<file path="src/rtl/dec_fpr_pkg.sv">
// Shared defaults and scoreboard error causes for the FP register file
// and its busy-bit scoreboard.
package dec_fpr_pkg;

    localparam int XLEN_DEF     = 32;
    localparam int NREGS_DEF    = 32;
    localparam int ZERO_REG_DEF = 1;

    typedef enum logic [1:0] {
        SB_OK       = 2'd0,
        SB_DBL_SET  = 2'd1,
        SB_WB_IDLE  = 2'd2,
        SB_WR_BUSY  = 2'd3
    } sb_cause_e;

endpackage

</file>
<file path="src/rtl/dec_fpr_sb.sv">
// Busy-bit scoreboard: set on long-latency issue, clear on FPU writeback,
// registered error pulse on inconsistent events.
module dec_fpr_sb
    import dec_fpr_pkg::*;
#(
    parameter int AW    = 5,
    parameter int DEPTH = 32
) (
    input  logic             clk,
    input  logic             rst_l,
    input  logic             set_v,
    input  logic [AW-1:0]    sb_addr,
    input  logic             clr_v,
    input  logic [AW-1:0]    waddr1,
    input  logic             wr0_v,
    input  logic [AW-1:0]    waddr0,
    output logic [DEPTH-1:0] busy_vec,
    output logic             sb_err
);

    logic [DEPTH-1:0] busy_nxt;
    sb_cause_e        cause;

    always_comb begin
        busy_nxt = busy_vec;
        if (clr_v) busy_nxt[waddr1] = 1'b0;
        // set is applied last so it wins a same-address race
        if (set_v) busy_nxt[sb_addr] = 1'b1;
    end

    always_comb begin
        cause = SB_OK;
        if (set_v && busy_vec[sb_addr] &&
            !(clr_v && (waddr1 == sb_addr)))
            cause = SB_DBL_SET;
        else if (clr_v && !busy_vec[waddr1])
            cause = SB_WB_IDLE;
        else if (wr0_v && busy_vec[waddr0])
            cause = SB_WR_BUSY;
    end

    always_ff @(posedge clk or negedge rst_l) begin
        if (!rst_l) begin
            busy_vec <= '0;
            sb_err   <= 1'b0;
        end else begin
            busy_vec <= busy_nxt;
            sb_err   <= (cause != SB_OK);
        end
    end

endmodule

</file>
<file path="src/rtl/dec_fpr_sb_ctl.sv">
// FP register file with three bypassed read ports, two write ports
// and a scoreboard that flags sources still waiting on the FPU.
module dec_fpr_sb_ctl
    import dec_fpr_pkg::*;
#(
    parameter int XLEN     = XLEN_DEF,
    parameter int NREGS    = NREGS_DEF,
    parameter int AW       = $clog2(NREGS),
    parameter int ZERO_REG = ZERO_REG_DEF
) (
    input  logic            clk,
    input  logic            rst_l,
    input  logic            rden0,
    input  logic            rden1,
    input  logic            rden2,
    input  logic [AW-1:0]   raddr0,
    input  logic [AW-1:0]   raddr1,
    input  logic [AW-1:0]   raddr2,
    output logic [XLEN-1:0] rd0,
    output logic [XLEN-1:0] rd1,
    output logic [XLEN-1:0] rd2,
    input  logic            wen0,
    input  logic [AW-1:0]   waddr0,
    input  logic [XLEN-1:0] wd0,
    input  logic            wen1,
    input  logic [AW-1:0]   waddr1,
    input  logic [XLEN-1:0] wd1,
    input  logic            sb_set,
    input  logic [AW-1:0]   sb_addr,
    output logic            busy0,
    output logic            busy1,
    output logic            busy2,
    output logic            stall,
    output logic            sb_err,
    input  logic            scan_mode
);

    localparam int DEPTH = 1 << AW;

    function automatic logic [DEPTH-1:0] ok_mask();
        logic [DEPTH-1:0] m;
        for (int i = 0; i < DEPTH; i++)
            m[i] = (i < NREGS) && !((ZERO_REG != 0) && (i == 0));
        return m;
    endfunction

    // one bit per encodable address: readable and writable
    localparam logic [DEPTH-1:0] OK = ok_mask();

    logic [XLEN-1:0]  regs [DEPTH];
    logic [DEPTH-1:0] busy_vec;
    logic             w0_v, w1_v, set_v;
    logic [2:0]       rden_a;
    logic [AW-1:0]    raddr_a [3];
    logic [XLEN-1:0]  rd_a [3];
    logic [2:0]       busy_a;
    logic             unused_scan;

    assign unused_scan = scan_mode;

    assign w0_v  = wen0 & OK[waddr0];
    assign w1_v  = wen1 & OK[waddr1];
    assign set_v = sb_set & OK[sb_addr];

    always_ff @(posedge clk or negedge rst_l) begin
        if (!rst_l) begin
            for (int i = 0; i < DEPTH; i++) regs[i] <= '0;
        end else begin
            if (w1_v) regs[waddr1] <= wd1;
            if (w0_v) regs[waddr0] <= wd0;
        end
    end

    assign rden_a     = {rden2, rden1, rden0};
    assign raddr_a[0] = raddr0;
    assign raddr_a[1] = raddr1;
    assign raddr_a[2] = raddr2;

    always_comb begin
        for (int k = 0; k < 3; k++) begin
            rd_a[k]   = '0;
            busy_a[k] = 1'b0;
            if (rst_l && rden_a[k] && OK[raddr_a[k]]) begin
                if (w0_v && (waddr0 == raddr_a[k]))
                    rd_a[k] = wd0;
                else if (w1_v && (waddr1 == raddr_a[k]))
                    rd_a[k] = wd1;
                else
                    rd_a[k] = regs[raddr_a[k]];
                busy_a[k] = busy_vec[raddr_a[k]] &
                            ~(w1_v && (waddr1 == raddr_a[k]));
            end
        end
    end

    assign rd0   = rd_a[0];
    assign rd1   = rd_a[1];
    assign rd2   = rd_a[2];
    assign busy0 = busy_a[0];
    assign busy1 = busy_a[1];
    assign busy2 = busy_a[2];
    assign stall = |busy_a;

    dec_fpr_sb #(
        .AW    (AW),
        .DEPTH (DEPTH)
    ) u_sb (
        .clk      (clk),
        .rst_l    (rst_l),
        .set_v    (set_v),
        .sb_addr  (sb_addr),
        .clr_v    (w1_v),
        .waddr1   (waddr1),
        .wr0_v    (w0_v),
        .waddr0   (waddr0),
        .busy_vec (busy_vec),
        .sb_err   (sb_err)
    );

endmodule

</file>
<file path="config.mk">
export PLATFORM = sky130hd
export DESIGN_NAME = dec_fpr_sb_ctl
export DESIGN_NICKNAME = d
export VERILOG_FILES = /design/src/rtl/dec_fpr_pkg.sv /design/src/rtl/dec_fpr_sb.sv /design/src/rtl/dec_fpr_sb_ctl.sv
export SDC_FILE = /design/constraint.sdc
export NUM_CORES = 2
export LEC_CHECK = 0
export CELL_PAD_IN_SITES_DETAIL_PLACEMENT = 0
export CELL_PAD_IN_SITES_GLOBAL_PLACEMENT = 1
export CORE_MARGIN = 2
export CORE_UTILIZATION = 52
export DETAILED_ROUTE_END_ITERATION = 10
export GPL_TIMING_DRIVEN = 1
export HOLD_SLACK_MARGIN = 0.05
export PLACE_DENSITY = 0.86
export RECOVER_POWER = 50
export SETUP_SLACK_MARGIN = 0.4
export SLEW_MARGIN = 0
export SYNTH_ARGS = -nofsm -noshare
export SYNTH_HDL_FRONTEND = slang
export SYNTH_SLANG_ARGS = --single-unit
</file>
<file path="constraint.sdc">
create_clock -name clk -period 3.4 [get_ports clk]
set_input_delay 0.34 -clock clk [delete_from_list [all_inputs] [get_ports clk]]
set_output_delay 0.34 -clock clk [all_outputs]
set_load 0.01 [all_outputs]
</file>
==> out/qor.csv <==
stage,metric,value,unit
logic_synthesis,async_flop_share,100,%
finish,layout_common_cells,"dfrtp_1, mux2i_1, mux4_2, a21oi_1, nor2_1",
routing,viasPerCell,7.61,
logic_synthesis,synth_edf_count,0,
setup_path,cpLargestDelayFamily,buffers and inverters,
outcome,status,"finished, violations left",
routing,first_pass_iters,7,
floorplanning,core_area,0.146,sq mm
global_routing,overflow,0,
routing,routed_wl,350,mm
power_and_ir_drop,combPwrFrac,34.3,%
setup_path,crit_arrival,3950,ps
global_routing,grt_max_degree,151,
placed_design,pre_cts_slack,-898,ps
floorplanning,die_w,387,um
setup_path,startpoint_type,input port,
power_and_ir_drop,p_leak,38.3,nW
outcome,violations,"max-capacitance violations, max-slew violations, negative setup slack",
global_routing,antenna_found_initial,9,
setup_path,worstSetupPathType,in -> reg,
setup_path,crit_required,3900,ps
logic_synthesis,ys_seq_area_share,34.7,%
setup_path,worstSetupEndpointType,register,
sta,grt_setup_unrepaired,true,
power_and_ir_drop,powerDensity,559,mW/mm^2
routing,route.detailed.wl_per_inst,38.3,um
global_routing,grt_pass1_vias,67200,
logic_synthesis,syn_area_per_cell,11.2,sq um
finish,drive_gt1_share,32.9,%
routing,detail-route-antenna-nets,0,
global_routing,grt_use_total,45.8,%
sta,setup_viol,16,
logic_synthesis,ys_warn_count,0,
placed_design,gp_congestion,1.00,
cts,clock_insertion_delay_worst_skew,750,ps
finish,final_common_cell,dfrtp_1,
setup_path,worstPathBufferInverterCount,5,
cts,clock_tree.buffer_depth,3,
sta,clock.fmax,0.289,GHz
routing,drtIter0Drc,12200,
power_and_ir_drop,p_int,34.0,mW
setup_path,cp_common_cell,buf_4,
power_and_ir_drop,switching_power,16.9,mW
floorplanning,dieArea,0.150,sq mm
flow_run,cap_violations,27,
sta,tightest_slew,2790,ps
floorplanning,pin_count,204,
floorplanning,rows,140,
logic_synthesis,synthFlopType,dfrtp_1,
sta,maxSlewViolCount,709,
setup_path,cpPeakStageDelay,2000,ps
power_and_ir_drop,vdd_ir_drop_max,0.487,mV
min_path,worstHoldPathType,in -> async,
sta,period_needed,3450,ps
cts,clkSlewWorstSetupHoldPaths,70,ps
cts,cts_root_buf,clkbuf_16,
finish,finalNetCount,7212,
power_and_ir_drop,p_sw_share,33.2,%
sta,slew_headroom,-85.7,%
routing,drcViolationCount,0,
placed_design,dp_hpwl,212,mm
cts,cts_max_level,3,
finish,final_cells,9129,
finish,syn_to_final_growth,19.5,%
sta,fin_hold_ws,204,ps
cts,cts_buffers,118,
power_and_ir_drop,clockPowerShare,27.4,%
setup_path,cpMaxStageDelayCell,clkbuf_1,
logic_synthesis,syn_inst,6818,
cts,cts_sinks,1057,
sta,clock_skew,10.7,ps
logic_synthesis,synthesis.nets,6921,
floorplanning,die_height,387,um
sta,worst_slack,-54.9,ps
global_routing,grt_pass1_wl,493,mm
setup_path,crit_path_cell_trace,"dlygate4sd2_1, buf_4, buf_4, nand3_1, buf_4, nor3_4, clkbuf_1, mux2i_1, a21oi_1",
routing,vias,69400,
setup_path,critPathMaxFanout,17,
floorplanning,initial_core_util,52.4,%
placed_design,port_buffers,202,
power_and_ir_drop,p_seq_share,38.2,%
sta,fin_crit_sh,102,%
placed_design,dp_cells,8633,
logic_synthesis,ys_ff_latch,1057,
sta,setup_tns,-538,ps
logic_synthesis,synth_cell_type_count,64,
sta,hold_viol_final,0,
cts,cts_tree,yes,
logic_synthesis,synth_area,0.0763,sq mm
==> path summary, 6_finish.rpt <==
check / from / end / slack (ps) / depth (start not counted)
setup / recovery: waddr1[0] / regs[519]$_DFF_PN0_ / -50 / 9
hold / removal: rst_l / regs[798]$_DFF_PN0_ / 200 / 3
setup reg to reg: u_sb.busy_vec[19]$_DFF_PN0_ / u_sb.sb_err$_DFF_PN0_ / 1040 / 6
hold reg to reg: regs[1015]$_DFF_PN0_ / regs[1015]$_DFF_PN0_ / 420 / 0
max in group asynchronous: rst_l / regs[397]$_DFF_PN0_ / 380 / 5
min in group clk: waddr0[1] / regs[212]$_DFF_PN0_ / 370 / 5
==> power groups by stage <==
stage / Clock [mW] / Combinational, mW / Sequential (mW)
detailed placement: 0 / 15.2 / 19.5
global route: 14.4 / 18.3 / 19.7
CTS: 14.0 / 16.6 / 19.1
finish: 14.0 / 17.5 / 19.5
global placement: 0 / 14.8 / 19.1
floorplan: 0 / 11.0 / 18.2
==> per-layer routing <==
| layer | part of all wire (%) | vias up | GRT usage (%) | wire length (um) |
|---|---|---|---|---|
| met1 | 32 | 33900 | 54.6 | 110000 |
| met5 | 0.054 | - | 0 | 189 |
| met3 | 17 | 2202 | 20.6 | 58200 |
| met2 | 41 | 6795 | 62.7 | 142000 |
| li1 | - | 26500 | - | - |
| met4 | 11 | 16 | 39.8 | 39100 |
==> repair_timing <==
| action | in CTS | in global routing |
|---|---|---|
| resized for setup | 631 | 121 |
| pin swaps | 68 | 47 |
| endpoints found under the hold margin | 254 | 0 |
| setup buffers | 205 | 60 |
| hold buffers | 2 | 0 |
| gates cloned | 3 | 3 |
| endpoints found under the setup margin | 100 | 99 |
==> cell families (layout without fill, tap and decap cells) <==
kind of cell / after synthesis / after routing / share of synthesized area [%]
AOI/OAI and AO/OA: 1462 / 1462 / 11.4
xor gates and xnor gates: 35 / 35 / 0.402
buffers and inverters: 946 / 1335 / 5.26
DFF: 1057 / 1057 / 34.7
muxes: 1960 / 1960 / 41.0
other: 0 / 5 / 0
and+or+nand+nor: 1358 / 1358 / 7.26
==> sequential cells by signal, summed over array words and instances (netlist names) <==
| name | count |
|---|---|
| regs | 1024 |
| u_sb.busy_vec | 32 |
| u_sb.sb_err | 1 |
==> synthesized netlist by cell type (all sizes together), types with 12 or more instances <==
library cell  instances  share of area, %
dfrtp              1057                35
a221oi               39              0.45
o221ai               33              0.62
xnor2                25              0.29
o21ai               296               1.9
a21oi               805               5.3
buf                 311               2.1
a22oi                43              0.42
mux2                 33              0.49
nor3                 62              0.43
a32oi               128               1.5
and4                 12              0.14
nand2               371               1.8
mux4                930                27
o22ai                26              0.21
inv                  52              0.26
a22o                 16              0.18
nor4                 14              0.12
nand3                20              0.14
a211oi               27              0.27
nor2                802               3.9
clkbuf              583               2.9
mux2i               997                13
nor2b                23              0.19
==> worst register-to-register path, delay by kind of cell, from the launching register on <==
family	cells	cell delay, ps
muxes	1	450
buffers and inverters	1	150
DFF	1	430
AOI/OAI and AO/OA	4	1150
==> stage by stage <==
stage,util (%),power (mW),instance area [sq um]
after floorplan,-,29.2,76300
after global placement,57.8,33.9,84300
after global routing,62.6,52.5,91200
final,62.6,51.0,91200
after detailed placement,57.8,34.7,84300
after CTS,62.2,49.7,90700
==> layout make-up <==
class / count / area (sq um)
inverter: 52 / 198
timing repair buffer: 1065 / 10700
fill: 11100 / 54500
clock buffer: 166 / 3400
sequential: 1057 / 26500
clock inverter: 52 / 729
antenna: 5 / 12.5
tap: 1917 / 2400
multi-input combinational: 4815 / 47300
No activity file was read; power rests on OpenSTA's default activity.
